**src/rtl/fetch_sequencer_pkg.sv**
```systemverilog
// Shared constants and types for the instruction fetch sequencer.
package fetch_sequencer_pkg;

  localparam int          PC_W        = 8;
  localparam int          INSTR_W     = 16;
  localparam logic [7:0]  RESET_PC    = 8'h00;
  localparam logic [3:0]  HALT_OPCODE = 4'hF;

  // Opcode field position inside an instruction word
  localparam int          OPC_HI      = 15;
  localparam int          OPC_LO      = 12;

  typedef enum logic [1:0] {
    ST_IDLE = 2'd0,
    ST_RUN  = 2'd1,
    ST_HALT = 2'd2
  } fetch_state_e;

  // True when the word carries the HALT opcode
  function automatic logic is_halt(input logic [INSTR_W-1:0] w);
    return w[OPC_HI:OPC_LO] == HALT_OPCODE;
  endfunction

endpackage

```
**src/rtl/fetch_sequencer.sv**
```systemverilog
// Fetch controller: owns pc, captures memory words into ir, and hands
// them to decode over valid/ready. Handles redirect, stall and HALT.
module fetch_sequencer
  import fetch_sequencer_pkg::*;
(
  input  logic               clk,
  input  logic               rst,
  input  logic               start,
  output logic [PC_W-1:0]    pc_out,
  input  logic [INSTR_W-1:0] mem_instr,
  input  logic               redirect_valid,
  input  logic [PC_W-1:0]    redirect_pc,
  output logic [INSTR_W-1:0] ir,
  output logic [PC_W-1:0]    ir_pc,
  output logic               ir_valid,
  input  logic               ir_ready,
  output logic               halted,
  output logic [15:0]        fetch_count
);

  fetch_state_e       state, state_n;
  logic [PC_W-1:0]    pc, pc_n;
  logic [INSTR_W-1:0] ir_n;
  logic [PC_W-1:0]    ir_pc_n;
  logic               ir_valid_n;
  logic [15:0]        fetch_count_n;
  logic               slot_free;

  // Memory reads are asynchronous, so the pc register addresses it directly
  assign pc_out    = pc;
  assign halted    = (state == ST_HALT);
  assign slot_free = !ir_valid || ir_ready;

  // Register all fetch state; rst wins over everything
  always_ff @(posedge clk) begin
    if (rst) begin
      state       <= ST_IDLE;
      pc          <= RESET_PC;
      ir          <= '0;
      ir_pc       <= '0;
      ir_valid    <= 1'b0;
      fetch_count <= '0;
    end else begin
      state       <= state_n;
      pc          <= pc_n;
      ir          <= ir_n;
      ir_pc       <= ir_pc_n;
      ir_valid    <= ir_valid_n;
      fetch_count <= fetch_count_n;
    end
  end

  // Next-state: redirect beats capture, capture only into a free slot
  always_comb begin
    state_n       = state;
    pc_n          = pc;
    ir_n          = ir;
    ir_pc_n       = ir_pc;
    ir_valid_n    = ir_valid;
    fetch_count_n = fetch_count;
    unique case (state)
      ST_IDLE: begin
        if (start) state_n = ST_RUN;
      end
      ST_RUN: begin
        if (redirect_valid) begin
          // Flush: the word on mem_instr belongs to the wrong path
          pc_n       = redirect_pc;
          ir_valid_n = 1'b0;
        end else if (slot_free) begin
          ir_n       = mem_instr;
          ir_pc_n    = pc;
          ir_valid_n = 1'b1;
          if (fetch_count != 16'hFFFF) fetch_count_n = fetch_count + 16'd1;
          if (is_halt(mem_instr)) state_n = ST_HALT;
          else                    pc_n    = pc + 1'b1;
        end
      end
      ST_HALT: begin
        if (start) begin
          pc_n       = RESET_PC;
          ir_valid_n = 1'b0;
          state_n    = ST_RUN;
        end else if (ir_valid && ir_ready) begin
          // HALT word drains to decode, then the slot empties
          ir_valid_n = 1'b0;
        end
      end
      default: state_n = ST_IDLE;
    endcase
  end

endmodule

```
**config.mk**
```make
export PLATFORM = sky130hd
export DESIGN_NAME = fetch_sequencer
export DESIGN_NICKNAME = d
export VERILOG_FILES = /design/src/rtl/fetch_sequencer_pkg.sv /design/src/rtl/fetch_sequencer.sv
export SDC_FILE = /design/constraint.sdc
export NUM_CORES = 1
export LEC_CHECK = 0
export ABC_AREA = 1
export CAP_MARGIN = 20
export CORE_MARGIN = 3
export CORE_UTILIZATION = 43
export CTS_BUF_LIST = sky130_fd_sc_hd__clkbuf_2
export CTS_CLUSTER_DIAMETER = 40
export CTS_CLUSTER_SIZE = 10
export DETAILED_ROUTE_END_ITERATION = 10
export GPL_ROUTABILITY_DRIVEN = 0
export PLACE_DENSITY_LB_ADDON = 0.08
export SLEW_MARGIN = 20
export SYNTH_ARGS = -nofsm -noshare
export SYNTH_HDL_FRONTEND = slang
export SYNTH_SLANG_ARGS = --single-unit
```
**constraint.sdc**
```tcl
create_clock -name clk -period 1.4 [get_ports clk]
set_input_delay 0.28 -clock clk [delete_from_list [all_inputs] [get_ports clk]]
set_output_delay 0.28 -clock clk [all_outputs]
set_load 0.03 [all_outputs]
```
==> out/results.ini <==
[outcome]
status = finished, violations left
violations = negative setup slack

[logic_synthesis]
ys_seq_elements = 51
async_flop_share = 0
synth_top_area_frac = 0.412
synthCells = 370
synth_top_flop_cell = dfxtp_1
syn_area_per_cell_um2 = 6.70
synth_nets = 401
netlist_area_um2 = 2480
seq_area_frac_synth = 0.412
synthDominantAreaCellType = dfxtp_1
synth_edf_count = 0
yosys_warnings = 0
synth_area_leaders = dfxtp_1 41%, nand2_1 15%, nor2_1 10%, o21ai_0 7.1%, a21oi_1 5.9%
synth.distinct_cells = 23

[global_route]
grt_pass1_vias = 2431
grt_max_degree = 30
antenna_found_initial = 0
grt_util_all_layers = 0.214
grt_overflow = 0
grt_first_pass_wirelength_um = 11300

[finish]
layout-drive-gt1-share = 0.368
instances_no_fill = 566
finish.instance_area_um2 = 3740
syn_to_final_growth_pct = 51.2
nets = 524
diodes = 0

[route]
wl_per_cell_um = 13.2
drc = 0
wl_um = 7470
vias_per_cell = 4.94
drt_first_pass_iters = 4
vias = 2796
drt-initial-drc-count = 153
drtAntennaViolNets = 0

[hold_path]
hold_class = in -> reg

[timing]
finalWorstPathRequiredPeriod_ps = 1410
report.final.slew_viol_count = 0
rsz0062_at_grt = true
hold_violations = 0
worst_pin_slew_ps = 275
fin_skew_ps = 26.3
timing.final.crit_share = 1.01
setup_viol = 1
slew-limit-headroom = 0.816
setup_tns_ps = -10.6
fmaxAchievable_ghz = 0.709
worst_slack_ps = -10.6

[setup_path]
slowest_stage = dfxtp_2
crit_path_end_kind = output pin
crit_chain = inv_2, nand2_4, inv_2, buf_6
crit_type = reg -> out
cp_data_arrival_time_ps = 1130
cp_max_fo = 5
startpoint_type = register
critPathMaxStageDelay_ps = 380
required_ps = 1120
crit_top_cell = inv_2

[floorplan]
dieArea_um2 = 6710
core_area_um2 = 5540
start_util = 0.447
rows = 27
dieWidth_um = 81.9
design.portCount = 79
fp.dieH_um = 81.9

[pwr]
power_frac_seq = 0.547
netSwitchingFraction = 0.326
power.share.clock = 0.216
p_int_w = 0.00191
power_leakage_nw = 1.61
peakVddDrop_uv = 413
p_switching_w = 0.000927
total_power_w = 0.00284
p_comb_frac = 0.237
powerDensity_nw_per_um2 = 758

[clock_network]
hold_buffers = 0
clkTransAtPathRegs_ps = 240
h-tree-depth = 2
cts_buffers = 5
tritoncts = yes
cts_root_buffer = clkbuf_2
clk_latency_ps = 450
clkSinkCount = 51
cts_buffer_depth = 2

[placed_design]
dp_cells = 537
port_buffers = 78
hpwl_um = 4980
place_ws_ps = -388
placed_area_um2 = 3560

[run]
max_cap_violations = 0

critical path: cells and delay by family, from the launching register on:
family        cells  cell delay (ps)
simple gates      1               70
flops             1              380
buf+inv           3              250
per-stage QoR:
step / util / hold WS [ps]
2_1_floorplan: - / 427
3_3_place_gp: 0.643 / 460
3_5_place_dp: 0.643 / 475
4_1_cts: 0.636 / 364
5_1_grt: 0.676 / 386
6_report: 0.676 / 387
cells in the mapped netlist, types with 3 or more instances:
cell,n
a21oi_1,29
buf_2,4
clkbuf_1,7
dfxtp_1,51
inv_1,26
nand2_1,98
nand2_2,3
nand3_1,19
nand4_1,6
nor2_1,67
nor2_4,3
o21ai_0,35
or2_2,4
xnor2_1,3
xor2_1,4
final timing paths:
| path | from | depth (start not counted) | slack (ps) | to |
|---|---|---|---|---|
| max reg2reg | fetch_count[8]$_SDFFE_PP0P_ | 9 | 10 | fetch_count[2]$_SDFFE_PP0P_ |
| min reg2reg | ir[11]$_SDFFE_PP0P_ | 2 | 500 | ir[11]$_SDFFE_PP0P_ |
| max | state[0]$_SDFFE_PP0P_ | 4 | -10 | halted |
| min | start | 3 | 390 | state[0]$_SDFFE_PP0P_ |
area by class of cell:
| type | count | area, um2 |
|---|---|---|
| clock buffer | 5 | 25.0 |
| timing repair inverter | 1 | 11.3 |
| timing repair buffer | 128 | 998 |
| inverter | 27 | 116 |
| multi-input combinational | 279 | 1390 |
| tap | 72 | 90.1 |
| clock inverter | 3 | 20.0 |
| sequential | 51 | 1100 |
| fill | 511 | 1800 |
flip-flops by register name, indices dropped and copies added (netlist names):
signal       cells
ir_valid         1
ir_pc            8
ir              16
state            2
pc_out           8
fetch_count     16
layout by cell type, fill, tap and decap left out, drive strengths merged, types with 2 or more instances in the layout:
| master | instances |
|---|---|
| clkbuf | 8 |
| nor2 | 72 |
| clkdlybuf4s50 | 28 |
| xor2 | 4 |
| clkinv | 2 |
| xnor2 | 3 |
| dfxtp | 51 |
| a21oi | 30 |
| nand4 | 6 |
| buf | 97 |
| ha | 2 |
| nand2 | 101 |
| or2 | 4 |
| o21ai | 35 |
| inv | 28 |
| nand3 | 19 |
cells by family after synthesis:
kind of cell / synth area share
simple gates: 0.343
compound gates: 0.139
flops: 0.412
buf+inv: 0.0707
xor+xnor: 0.0247
fa+ha+maj: 0.0101
routing by layer:
layer / share of wire / GRT usage / vias up / wire [um]
li1: - / - / 1434 / -
met1: 0.46 / 0.306 / 1265 / 3420
met2: 0.45 / 0.323 / 85 / 3370
met3: 0.076 / 0.0439 / 12 / 566
met4: 0.015 / 0.0615 / 0 / 114
met5: 0 / 0 / - / 0
what timing repair did:
action                     4_1_cts  5_1_grt
buffers inserted                 8       11
setup endpoints to repair       64       45
pin swaps                        3        5
cloned                           1        1
resized for setup              256       52
power by group through the flow:
stage / registers, W / clock network [W] / logic (W)
floorplan: 0.00173 / 0 / 0.000209
global placement: 0.00161 / 0 / 0.000643
detailed placement: 0.00161 / 0 / 0.000652
CTS: 0.00156 / 0.000637 / 0.000627
global route: 0.00156 / 0.000692 / 0.000732
finish: 0.00155 / 0.000613 / 0.000674
Note: power is estimated with default switching activity, not from simulation.
==> RTL edit 1: new RTL, same flow settings <==
Re-encode `fetch_state_e` (3 states) as one-hot, 3 bits wide.
--- a/src/rtl/fetch_sequencer_pkg.sv
+++ b/src/rtl/fetch_sequencer_pkg.sv
@@ -12,6 +12,6 @@
 
-  typedef enum logic [1:0] {
-    ST_IDLE = 2'd0,
-    ST_RUN  = 2'd1,
-    ST_HALT = 2'd2
+  typedef enum logic [2:0] {
+    ST_IDLE = 3'b001,
+    ST_RUN  = 3'b010,
+    ST_HALT = 3'b100
   } fetch_state_e;
Function: no difference found for any inputs over 10 cycles, from zero or initial values and one cycle with rst high; not proved beyond that.
==> RTL edit 1 against the original RTL <==
  * The flow still finishes with violations (negative setup slack)
  * Setup slack got worse by 230 ps
  * Sequential power increased by 4%
  * Combinational power increased by 27%
  * Sequential cell count increased by 1
  * Clock power increased by 14%
  * Wire length increased by 25%
  * Core utilization increased by 15 points
  * Cell area increased by 23%
  * Synthesized area about the same
  * First-iteration DRC count increased by 31%
  * Total power increased by 12%
  * Largest cell class unchanged
  * Highest routed layer unchanged
==> RTL edit 1: results <==
[clocking]
clk_latency_ps = 500
cts_resized = 277
cts.clk_slew.worst_paths_ps = 310

[placement]
dp_hpwl_mm = 5.05
place_area_um2 = 3690

[grt]
grt_pass1_wl_mm = 12.1
grt_pass1_vias = 2744
grt_use_met1_pct = 26.0
grt_max_degree = 21

[critical_path]
worstReg2RegEnd = fetch_count[11]
cpPeakStageDelay_ps = 410
rr_startpoint = state[0]
rrSetupSlack_ps = -170
rr_worst_depth = 10

[run_status]
outcome = finished with violations
violations = negative setup slack

[drt]
wl_per_cell_um = 15.6
met1_length_mm = 3.67

[synth]
synth_compound_area_share_pct = 13.7
synthTopCellsByCount = nand2_1 (94), nor2_1 (76), dfxtp_1 (52), o21ai_0 (35), a21oi_1 (30)
synthTopCellsByArea = dfxtp_1 (42%), nand2_1 (14%), nor2_1 (12%)

[timing]
finalSetupViolCount = 33
fin_ws_ps = -236
fin_skew_ps = 29.6

[cells_and_area]
drive_gt1_share_pct = 54.6
num-fill-cells = 323
nets = 556

[min_path]
min_to = ir[5]
==> RTL edit 1: cell count changes after synthesis, moves of 3 or more <==
cell	before	now
inv_1	26	22
nand2_1	98	94
nand2_2	3	0
nand4_1	6	3
nor2_1	67	76
or2_2	4	1
xnor2_1	3	6
==> RTL edit 1: metrics by stage <==
stage | utilization (%) | setup TNS (ps) | cells
after floorplan | - | 0 | 370
after global placement | 66.6 | -12250 | 548
after detailed placement | 66.6 | -13510 | 548
after CTS | 70.0 | -1970 | 578
after global routing | 82.9 | -6520 | 598
final | 82.9 | -3250 | 598
==> RTL edit 1: cell families (layout without fill, tap and decap cells) <==
family	count (synthesis)	in the layout
buffers and inverters	37	193
AND/OR/NAND/NOR	201	201
AO/OA/AOI/OAI	67	67
adder cells (fa/ha/maj)	2	2
flip-flops	52	52
XOR/XNOR	11	11
==> RTL edit 1: area by class of cell <==
cell class              count  area share, %
inverters                  23           2.04
well taps                  72           1.96
repair buffers            162           32.7
clock buffers               5          0.545
flip-flops and latches     52           25.0
clock inverters             3          0.599
multi-input cells         281           37.2
==> RTL edit 1: how the worst max path moves through the flow <==
| stage | slack (ps) | endpoint | startpoint |
|---|---|---|---|
| finish | -240 | halted | state[0] |
| global route | -280 | halted | state[0] |
| CTS | -240 | halted | state[2] |
| detailed placement | -330 | fetch_count[1] | ir_ready |
| global placement | -300 | fetch_count[1] | ir_ready |
| floorplan | 7 | fetch_count[10] | fetch_count[14] |
==> RTL edit 1: power by group through the flow <==
stage               Clock, uW  Combinational (uW)  Sequential [uW]
floorplan                   0                 224             1740
global placement            0                 626             1630
detailed placement          0                 635             1640
CTS                       685                 666             1600
global route              765                 913             1620
finish                    700                 859             1610
==> RTL edit 2: new RTL, same settings <==
Without the edit above. Change the package constant `OPC_LO` from 12 to 14.
--- a/src/rtl/fetch_sequencer_pkg.sv
+++ b/src/rtl/fetch_sequencer_pkg.sv
@@ -10,3 +10,3 @@
   localparam int          OPC_HI      = 15;
-  localparam int          OPC_LO      = 12;
+  localparam int          OPC_LO      = 14;
 
Check against the original RTL: not equivalent (Yosys sat finds a counterexample within 4 cycles, from zero or initial values and one cycle with rst high).
==> RTL edit 2 against the original RTL <==
  * The flow still finishes with violations (negative setup slack)
  * Wire length decreased by 6.3%
  * Sequential cell count decreased by 1
  * Synthesized area decreased by 1.0%
  * Via count is 5.7% lower
  * Total power increased by 3.6%
  * Die area fell by 0.94%
  * Setup slack got worse by 64 ps
  * Cell area is 4.0% lower
  * Critical path type is now reg2reg
  * Largest cell class unchanged
  * Highest routed layer unchanged
==> RTL edit 2: results <==
[min_path]
hold_path_depth = 3
hold_path_startpoint = mem_instr[10]

[clocking]
clk_latency_ps = 430
cts.clk_slew.worst_paths_ps = 280
htreeDepth = 2

[timing]
holdWs_ps = 379
finalSetupViolCount = 11
fin_skew_ps = 13.6
fin_ws_ps = -74.2

[synth]
synth_xor_area_share_pct = 1.07
synthTopCellsByArea = dfxtp_1 (41%), nor2_1 (12%), nand2_1 (11%)
synthTopCellsByCount = nor2_1 (81), nand2_1 (70), dfxtp_1 (50), o21ai_0 (35), inv_1 (30)
yosysSeqAreaShare_pct = 40.8
synth_cell_types = 28
synth_compound_area_share_pct = 13.2
synthAdderAreaFrac_pct = 1.02
syn-num-nets = 389

[critical_path]
path_max_fanout = 6
cp_top_family = simple AND/OR/NAND/NOR gates
worstReg2RegEnd = fetch_count[5]
slowest_stage = dfxtp_4
rr_startpoint = fetch_count[1]
cpPeakStageDelay_ps = 430

[grt]
grt_pass1_vias = 2498
grt_pass1_wl_mm = 11.1
grt_max_degree = 22

[run_status]
violations = negative setup slack
outcome = finished with violations

[drt]
wl_per_cell_um = 13.0
vias = 2637

[cells_and_area]
num-fill-cells = 471
nets = 497
drive_gt1_share_pct = 33.6

[placement]
portBuffers = 77
dp_hpwl_mm = 4.97

[pwr]
p_leak_uw = 0.00163
ir_drop_uv = 480

[die]
die_w_um = 81.5
-- RTL edit 2: layout make-up --
cell class                      instances  area [um^2]  area share [%]
Multi-Input combinational cell        263         1350            37.5
Sequential cell                        50         1060            29.5
Timing Repair Buffer                  116          917            25.5
Inverter                               30          113            3.13
Tap cell                               70         87.6            2.44
Clock inverter                          3         43.8            1.22
Clock buffer                            5         25.0           0.696
-- RTL edit 2: routing by layer --
layer,vias up,wire (um),global-route usage [%],part of all wire (%)
met3,11,363,5.26,5.2
met5,-,0,0,0
met4,0,92,4.56,1.3
li1,1365,-,-,-
met2,66,3530,38.0,50
met1,1195,3020,24.5,43
-- RTL edit 2: power by group --
group          switching (uW)  internal [uW]
logic                     362            246
registers                40.8           1480
clock network             500            306
total                     903           2040
-- RTL edit 2: worst max-delay path by stage --
stage,start,depth (start not counted),end,slack [ps]
2_1_floorplan,fetch_count[1],10,fetch_count[0],-40
6_report,fetch_count[1],10,fetch_count[5],-70
5_1_grt,fetch_count[1],10,fetch_count[0],-120
3_3_place_gp,ir_ready,9,ir_pc[6],-270
4_1_cts,fetch_count[1],11,fetch_count[10],2
3_5_place_dp,ir_ready,9,ir[5],-290
-- RTL edit 2: timing repair --
| item | in CTS | in global routing |
|---|---|---|
| pin swaps | 0 | 6 |
| cloned | 0 | 1 |
| setup endpoints to repair | 58 | 37 |
| gates resized for setup | 265 | 47 |
| buffers inserted | 3 | 4 |
-- RTL edit 2: through the flow --
step	utilization (%)	cell area, um^2	cells
2_1_floorplan	-	2490	358
3_3_place_gp	66.4	3520	521
3_5_place_dp	66.4	3520	521
4_1_cts	64.4	3420	532
5_1_grt	67.8	3590	537
6_report	67.8	3590	537
-- RTL edit 2: worst reg2reg max path, stage by stage, from the launching register on --
cell and delay (ps):
dfxtp_4 430, ha_4 150, nand2_4 50, nor2_4 90
nand2_2 80, nor2_4 110, nand2_4 80, buf_12 150
buf_6 130, nand3_1 60, a21oi_1 70
-- RTL edit 2: kinds of logic after synthesis --
group	count (synthesis)
fa+ha+maj	2
simple gates	196
flops	50
other cells	1
xor+xnor	3
compound gates	60
buf+inv	46
